### src/rtl/pool_frame_sequencer.sv
// Round-robin frame sequencer sharing one binary 2x2 max-pool stage among NUM_CH channels.
// Grants a whole frame to one channel, clears the pool stage, forwards pixels, tags and counts
// pooled results, and releases the grant after the last result of the frame.
// Optional drain watchdog: define POOL_SEQ_TIMEOUT_EN to enable DRAIN_TIMEOUT and sticky err.
module pool_frame_sequencer #(
   parameter int unsigned NUM_CH        = 4,
   parameter int unsigned IN_WIDTH      = 26,
   parameter int unsigned IN_HEIGHT     = 26,
   parameter int unsigned CH_W          = $clog2(NUM_CH),
   parameter int unsigned DRAIN_TIMEOUT = 64
) (
   input  logic              clk,
   input  logic              reset,
   input  logic [NUM_CH-1:0] ch_req,
   input  logic [NUM_CH-1:0] ch_valid,
   input  logic [NUM_CH-1:0] ch_pixel,
   output logic [NUM_CH-1:0] ch_ready,
   output logic              pool_reset,
   output logic              pool_valid,
   output logic              pool_pixel,
   input  logic              pool_valid_out,
   input  logic              pool_pixel_out,
   output logic              out_valid,
   output logic              out_pixel,
   output logic [CH_W-1:0]   out_ch,
   output logic              out_last,
   output logic              frame_done,
   output logic              busy,
   output logic              err
);

   localparam int unsigned NumPix = IN_WIDTH * IN_HEIGHT;
   localparam int unsigned NumRes = (IN_WIDTH / 2) * (IN_HEIGHT / 2);
   localparam int unsigned PixW   = $clog2(NumPix + 1);
   localparam int unsigned ResW   = $clog2(NumRes + 1);

   localparam logic [PixW-1:0] PixLast  = PixW'(NumPix - 1);
   localparam logic [ResW-1:0] ResLast  = ResW'(NumRes - 1);
   localparam logic [ResW-1:0] ResFull  = ResW'(NumRes);
   localparam logic [CH_W-1:0] ChMax    = CH_W'(NUM_CH - 1);

   typedef enum logic [2:0] {StIdle, StClear, StStream, StDrain, StDone} state_e;

   state_e          state_q, state_d;
   logic [CH_W-1:0] grant_q, grant_d;
   logic [CH_W-1:0] last_grant_q, last_grant_d;
   logic            clr_cnt_q, clr_cnt_d;
   logic [PixW-1:0] pix_cnt_q, pix_cnt_d;
   logic [ResW-1:0] res_cnt_q, res_cnt_d;

   logic            rr_found;
   logic [CH_W-1:0] rr_pick;
   logic [CH_W-1:0] rr_idx;
   logic            pix_accept;
   logic            res_accept;
   logic            timeout_hit;

   assign pix_accept = (state_q == StStream) && ch_valid[grant_q];
   // Results are only meaningful while a frame owns the pool stage; a full counter drops extras.
   assign res_accept = ((state_q == StStream) || (state_q == StDrain)) && pool_valid_out &&
                       (res_cnt_q != ResFull);

`ifdef POOL_SEQ_TIMEOUT_EN
   localparam int unsigned WdW = $clog2(DRAIN_TIMEOUT + 1);
   localparam logic [WdW-1:0] WdLast = WdW'(DRAIN_TIMEOUT - 1);

   logic [WdW-1:0] wd_q, wd_d;
   logic           err_q;

   // Watchdog: cycles spent in DRAIN since the last pooled result.
   always_comb begin
      wd_d        = '0;
      timeout_hit = 1'b0;
      if ((state_q == StDrain) && !pool_valid_out && (res_cnt_q != ResFull)) begin
         if (wd_q == WdLast) begin
            timeout_hit = 1'b1;
            wd_d        = wd_q;
         end else begin
            wd_d = wd_q + 1'b1;
         end
      end
   end

   // Watchdog counter and sticky error flag.
   always_ff @(posedge clk) begin
      if (!reset) begin
         wd_q  <= '0;
         err_q <= 1'b0;
      end else begin
         wd_q  <= wd_d;
         err_q <= err_q | timeout_hit;
      end
   end

   assign err = err_q;
`else
   logic unused_cfg;

   assign unused_cfg  = ^DRAIN_TIMEOUT;
   assign timeout_hit = 1'b0;
   assign err         = 1'b0;
`endif

   // Round-robin search starting one past the last served channel.
   always_comb begin
      rr_found = 1'b0;
      rr_pick  = '0;
      rr_idx   = last_grant_q;
      for (int i = 0; i < int'(NUM_CH); i++) begin
         rr_idx = (rr_idx == ChMax) ? '0 : rr_idx + 1'b1;
         if (!rr_found && ch_req[rr_idx]) begin
            rr_found = 1'b1;
            rr_pick  = rr_idx;
         end
      end
   end

   // Next-state logic and frame counters.
   always_comb begin
      state_d      = state_q;
      grant_d      = grant_q;
      last_grant_d = last_grant_q;
      clr_cnt_d    = clr_cnt_q;
      pix_cnt_d    = pix_cnt_q;
      res_cnt_d    = res_cnt_q;

      if (pix_accept) begin
         pix_cnt_d = pix_cnt_q + 1'b1;
      end
      if (res_accept) begin
         res_cnt_d = res_cnt_q + 1'b1;
      end

      unique case (state_q)
         StIdle: begin
            if (rr_found) begin
               grant_d   = rr_pick;
               clr_cnt_d = 1'b0;
               state_d   = StClear;
            end
         end
         StClear: begin
            pix_cnt_d = '0;
            res_cnt_d = '0;
            clr_cnt_d = 1'b1;
            if (clr_cnt_q) begin
               state_d = StStream;
            end
         end
         StStream: begin
            if (pix_accept && (pix_cnt_q == PixLast)) begin
               state_d = StDrain;
            end
         end
         StDrain: begin
            if (res_cnt_q == ResFull) begin
               state_d = StDone;
            end else if (timeout_hit) begin
               state_d = StDone;
            end
         end
         StDone: begin
            last_grant_d = grant_q;
            state_d      = StIdle;
         end
         default: state_d = StIdle;
      endcase
   end

   // State and counter registers.
   always_ff @(posedge clk) begin
      if (!reset) begin
         state_q      <= StIdle;
         grant_q      <= '0;
         last_grant_q <= ChMax;
         clr_cnt_q    <= 1'b0;
         pix_cnt_q    <= '0;
         res_cnt_q    <= '0;
      end else begin
         state_q      <= state_d;
         grant_q      <= grant_d;
         last_grant_q <= last_grant_d;
         clr_cnt_q    <= clr_cnt_d;
         pix_cnt_q    <= pix_cnt_d;
         res_cnt_q    <= res_cnt_d;
      end
   end

   // Combinational handshake and status outputs; reset forces them to their idle values at once.
   always_comb begin
      ch_ready   = '0;
      pool_valid = 1'b0;
      pool_pixel = 1'b0;
      pool_reset = !reset;
      frame_done = 1'b0;
      busy       = 1'b0;
      if (reset) begin
         busy = (state_q != StIdle);
         unique case (state_q)
            StClear: pool_reset = 1'b1;
            StStream: begin
               ch_ready[grant_q] = 1'b1;
               pool_valid        = ch_valid[grant_q];
               pool_pixel        = ch_pixel[grant_q];
            end
            StDone:  frame_done = 1'b1;
            default: ;
         endcase
      end
   end

   // Registered, channel-tagged result path.
   always_ff @(posedge clk) begin
      if (!reset) begin
         out_valid <= 1'b0;
         out_pixel <= 1'b0;
         out_ch    <= '0;
         out_last  <= 1'b0;
      end else begin
         out_valid <= res_accept;
         out_last  <= res_accept && (res_cnt_q == ResLast);
         if (res_accept) begin
            out_pixel <= pool_pixel_out;
            out_ch    <= grant_q;
         end
      end
   end

endmodule

### config.mk
export PLATFORM = sky130hd
export DESIGN_NAME = pool_frame_sequencer
export DESIGN_NICKNAME = d
export VERILOG_FILES = /design/src/rtl/pool_frame_sequencer.sv
export SDC_FILE = /design/constraint.sdc
export NUM_CORES = 1
export LEC_CHECK = 0
export CORE_UTILIZATION = 46
export DETAILED_ROUTE_END_ITERATION = 6
export PLACE_DENSITY = 0.75
export RECOVER_POWER = 100
export SYNTH_ARGS = -nofsm -noshare
export SYNTH_HDL_FRONTEND = slang
export SYNTH_SLANG_ARGS = --single-unit
### constraint.sdc
create_clock -name clk -period 1.7 [get_ports clk]
set_clock_uncertainty 0.1 [all_clocks]
set_input_delay 0.34 -clock clk [delete_from_list [all_inputs] [get_ports clk]]
set_output_delay 0.34 -clock clk [all_outputs]
set_load 0.05 [all_outputs]
[Word level (Yosys, flattened, before mapping)]
Index checks and enable logic that the tools add are counted.
Word-level totals
  register bits after elaboration: 31
  output and inout bits: 15
  input port bits: 16
  word-level logic and storage cells: 104
Cells by class
  magnitude comparators: 6
  muxes and demuxes: 44
  add/subtract/negate cells: 6
  reductions and logical operators: 21
  bitwise logic cells: 1
  equal/unequal tests: 16
Operators with widths (count)
  $mux 1: 21
  $eq 8x8->1 const B: 2
  $mux 2: 8
  $lt 2x3->1 const B: 5
  $bmux 1 s2: 6
  $mux 3: 4
  $pmux 3 s4: 1
  $add 10x1->10 const B: 1
  $eq 10x10->1 const B: 1
  $logic_and 1x1->1: 9
  $add 2x1->2 const B: 4
  $add 8x1->8 const B: 1
  $eq 2x2->1 const B: 4
  $mux 4: 2
  $ne 8x8->1 const B: 1
  $eq 3x2->1 const B: 2
  $logic_not 1->1: 4
  $ne 2x1->1 const B: 2
  $ne 2x2->1 const B: 2
  $reduce_and 2->1: 2
  $reduce_and 4->1: 1
  $eq 3x1->1 const B: 1
  $eq 3x3->1 const B: 1
  $logic_not 3->1: 1
  8 further kinds: 8

[Depth between registers and ports, before layout]
  word-level depth: 16
  mapped depth: 6
  gate-level depth less buffers: 6

[Least setup slack after synthesis]
No wires, ideal clock.
  path type: register -> output
  start point: register state_q[1]
  end point: output ch_ready[0]
  arrival time: 2.009 ns
  slack: -0.749 ns
  required time: 1.260 ns
  stages on the path, launching flop included: 6
  buffers on the path: 2
  cells stage by stage: dfxtp_1 -> buf_2 -> nor3b_4 -> buf_2 -> nand2_1 -> nor3_1
On the way
  cells in the longest elaborated chain, start to end: 3
Ends and longest elaborated chain
  start, declared: RTL line 44  | state_e state_q, state_d;
  start signal, assigned: RTL line 173  | state_q <= StIdle;
  start signal, assigned: RTL line 180  | state_q <= state_d;
  $eq 3x2->1: RTL line 199  | unique case (state_q)
  $mux 4: RTL line 199
  $mux 4: RTL line 197  | if (reset) begin
  end, declared: RTL line 17  | output logic [NUM_CH-1:0] ch_ready,
Every way passes these cells.

[Final worst setup path]
  start point: input ch_valid[0]
  end point: output pool_valid
On the way
  cells in the longest elaborated chain, start to end: 4
Ends and longest elaborated chain
  start, declared: RTL line 15  | input logic [NUM_CH-1:0] ch_valid,
  $bmux 1 s2: RTL line 203  | pool_valid = ch_valid[grant_q];
  $mux 1 (not written as such): RTL line 203
  $mux 1: RTL line 199
  $mux 1: RTL line 197
  end, declared: RTL line 19  | output logic pool_valid,
Every way passes these cells. The select of a mux whose other input is x is not followed.

==> results.tsv <==
metric	value	unit
violations	setup timing	
fp.coreArea	0.00336	mm²
vias_per_cell	5.57	
dieWidth	61.4	µm
port_buffers	29	
ys_ff_latch	31	
final_cell_area	0.00249	mm²
ctsHoldBuffers	0	
drt-pass1-iter-count	4	
synth-edff-count	0	
peakVddDrop	354	µV
clock_latency	340	ps
ys_warn_count	0	
synth_top_area_share	0.382	
drc	0	
clkTransAtPathRegs	100	ps
ys_top_cells_by_area	dfxtp_1 (38%), nor2_1 (5.5%), xor2_1 (5.4%)	
routedWlPerCell	17.3	µm
finalMaxSlewViolations	0	
rows	21	
ioPinCount	31	
grt_first_pass_wirelength	7000	µm
fin_crit_sh	1.18	
chipHeight	61.4	µm
htreeDepth	2	
fmax	499	MHz
synth_cell_types	47	
ff2ff_path_depth	8	
fin_tns_setup	-1990	ps
place_area	0.00222	mm²
p_leak	0.000968	µW
cts_made_buffers	5	
initial_core_util	0.483	
worstPathRequired	1260	ps
postSynthCellCount	187	
finalSetupViolCount	13	
synthToLayoutAreaGrowth	53.3	%
antenna-diode-count	0	
syn_area_per_cell	8.68	µm²
hp-class	reg2reg	
synth_top_cell_by_area	dfxtp_1	
holdPathStages	2	
yosys_most_used_dff	dfxtp_1	
track_usage	0.260	
grt_antenna_before_repair	0	
gp_routability_congestion	0.790	
synth_nets	208	
seq_area_frac_synth	0.382	
ys_async_sr_fraction	0	
dp_hpwl	3260	µm
die-area	0.00377	mm²
crit_arrival	1560	ps
critPathCaptureType	output port	
drtIter0Drc	60	
cts_tree	built	
fin_crit	2000	ps
wl	5080	µm
rsz0062_at_grt	true	
p_per_area	628	mW/mm²
grt_max_degree	19	
cts_max_path_buffers	2	
cts_root_buffer	clkbuf_4	
synthesis.area	0.00162	mm²
outcome	finished with violations	
worst_slack	-302	ps
maxCapViolCount	0	
postRouteAntennaNets	0	
vias	1631	
path_class	in2out	
crit_path_start_kind	primary input	
drive_above_1_share	0.340	
grt_pass1_vias	1596	
timing_hold_violations_final	0	
cts.sinks	31	
cp_max_fo	2	
overflow	0	
nets	267	
## cell usage after synthesis (4+ instances only)
master,number
dfxtp_1,31
nor2_1,24
nand2_1,16
nand3_1,10
xor2_1,10
a21oi_1,7
inv_1,6
and3_1,5
ha_1,5
mux2i_1,5
nor3_1,5
o211ai_1,5
buf_2,4
nand4_1,4
o21ai_0,4
## routing by layer
| metal | share of wire | global-route usage |
|---|---|---|
| met4 | 0.028 | 0.130 |
| met1 | 0.38 | 0.287 |
| met3 | 0.040 | 0.0756 |
| met2 | 0.55 | 0.457 |
| met5 | 0 | 0 |
## layout make-up
type / instances / area [µm²]
clock buffer: 8 / 68.8
timing repair buffer: 61 / 617
fill: 254 / 873
inverter: 7 / 26.3
multi-input combinational: 140 / 1090
sequential: 31 / 628
tap: 46 / 57.6
## path summary, 6_finish.rpt
check	startpoint	end	slack (ps)
worst min register to register	out_pixel$_SDFFE_PN0P_	out_pixel$_SDFFE_PN0P_	400
worst max-delay path	ch_valid[0]	pool_valid	-300
worst min-delay path	out_pixel$_SDFFE_PN0P_	out_pixel$_SDFFE_PN0P_	400
worst max register to register	state_q[1]$_SDFFE_PN0P_	pix_cnt_q[7]$_SDFFE_PP0P_	-30
## report_power, final
group          switching (µW)  total [µW]  leakage [µW]  internal, µW
logic                     161         304      0.000678           143
clock network             267         510     0.0000386           243
registers                11.0         749      0.000251           738
## per-stage QoR
stage | util | hold WS, ps | setup WS (ps) | instances | power [µW]
finish | 0.740 | 399 | -302 | 293 | 1560
global route | 0.740 | 437 | -339 | 293 | 1620
CTS | 0.720 | 410 | -305 | 290 | 1540
detailed placement | 0.661 | 381 | -424 | 278 | 1010
global placement | 0.661 | 353 | -345 | 278 | 1010
floorplan | - | 346 | -129 | 187 | 902
## critical path, cell delays in order
cell and delay, ps:
clkdlybuf4s50_1 430, mux4_2 480, and3_4 170, buf_8 140
## state kept, by name, indices dropped and copies added (netlist names), 2 cells and up
| signal | cells |
|---|---|
| pix_cnt_q | 10 |
| res_cnt_q | 8 |
| state_q | 3 |
| grant_q | 2 |
| last_grant_q | 2 |
| out_ch | 2 |
## logic make-up (layout without fill, tap and decap cells)
kind of cell | count (synthesis) | in the layout | share of synthesized area
AOI/OAI and AO/OA | 25 | 25 | 0.101
xor gates and xnor gates | 13 | 13 | 0.0701
adders and majority gates | 5 | 5 | 0.0385
buffers and inverters | 16 | 76 | 0.0470
DFF | 31 | 31 | 0.382
muxes | 7 | 7 | 0.0609
other | 1 | 1 | 0.00231
and+or+nand+nor | 89 | 89 | 0.298
## what timing repair did
action	CTS	global route
endpoints found under the setup margin	15	19
setup buffers	4	3
resized for setup	30	19
pin swaps	9	11
## layout by cell type, fill, tap and decap left out, types with 3 or more instances in the layout
cell type	Yosys	routed
a21oi_2	0	3
buf_6	1	4
clkbuf_1	3	5
clkbuf_2	0	5
nor2_4	0	3
nand3_1	10	8
nand4_1	4	4
xnor2_1	3	3
clkbuf_4	0	5
nor3_4	0	3
a21oi_1	7	4
buf_4	1	21
o211ai_1	5	5
nor2_1	24	20
xor2_1	10	10
nand2_4	1	3
ha_1	5	4
mux2i_1	5	5
buf_12	0	9
dfxtp_2	0	3
buf_8	0	3
dfxtp_1	31	27
inv_1	6	6
clkdlybuf4s50_1	0	12
o21ai_0	4	4
and4_1	3	3
and3_1	5	3
nand2_1	16	13
Power figures use the tool's default switching activity.
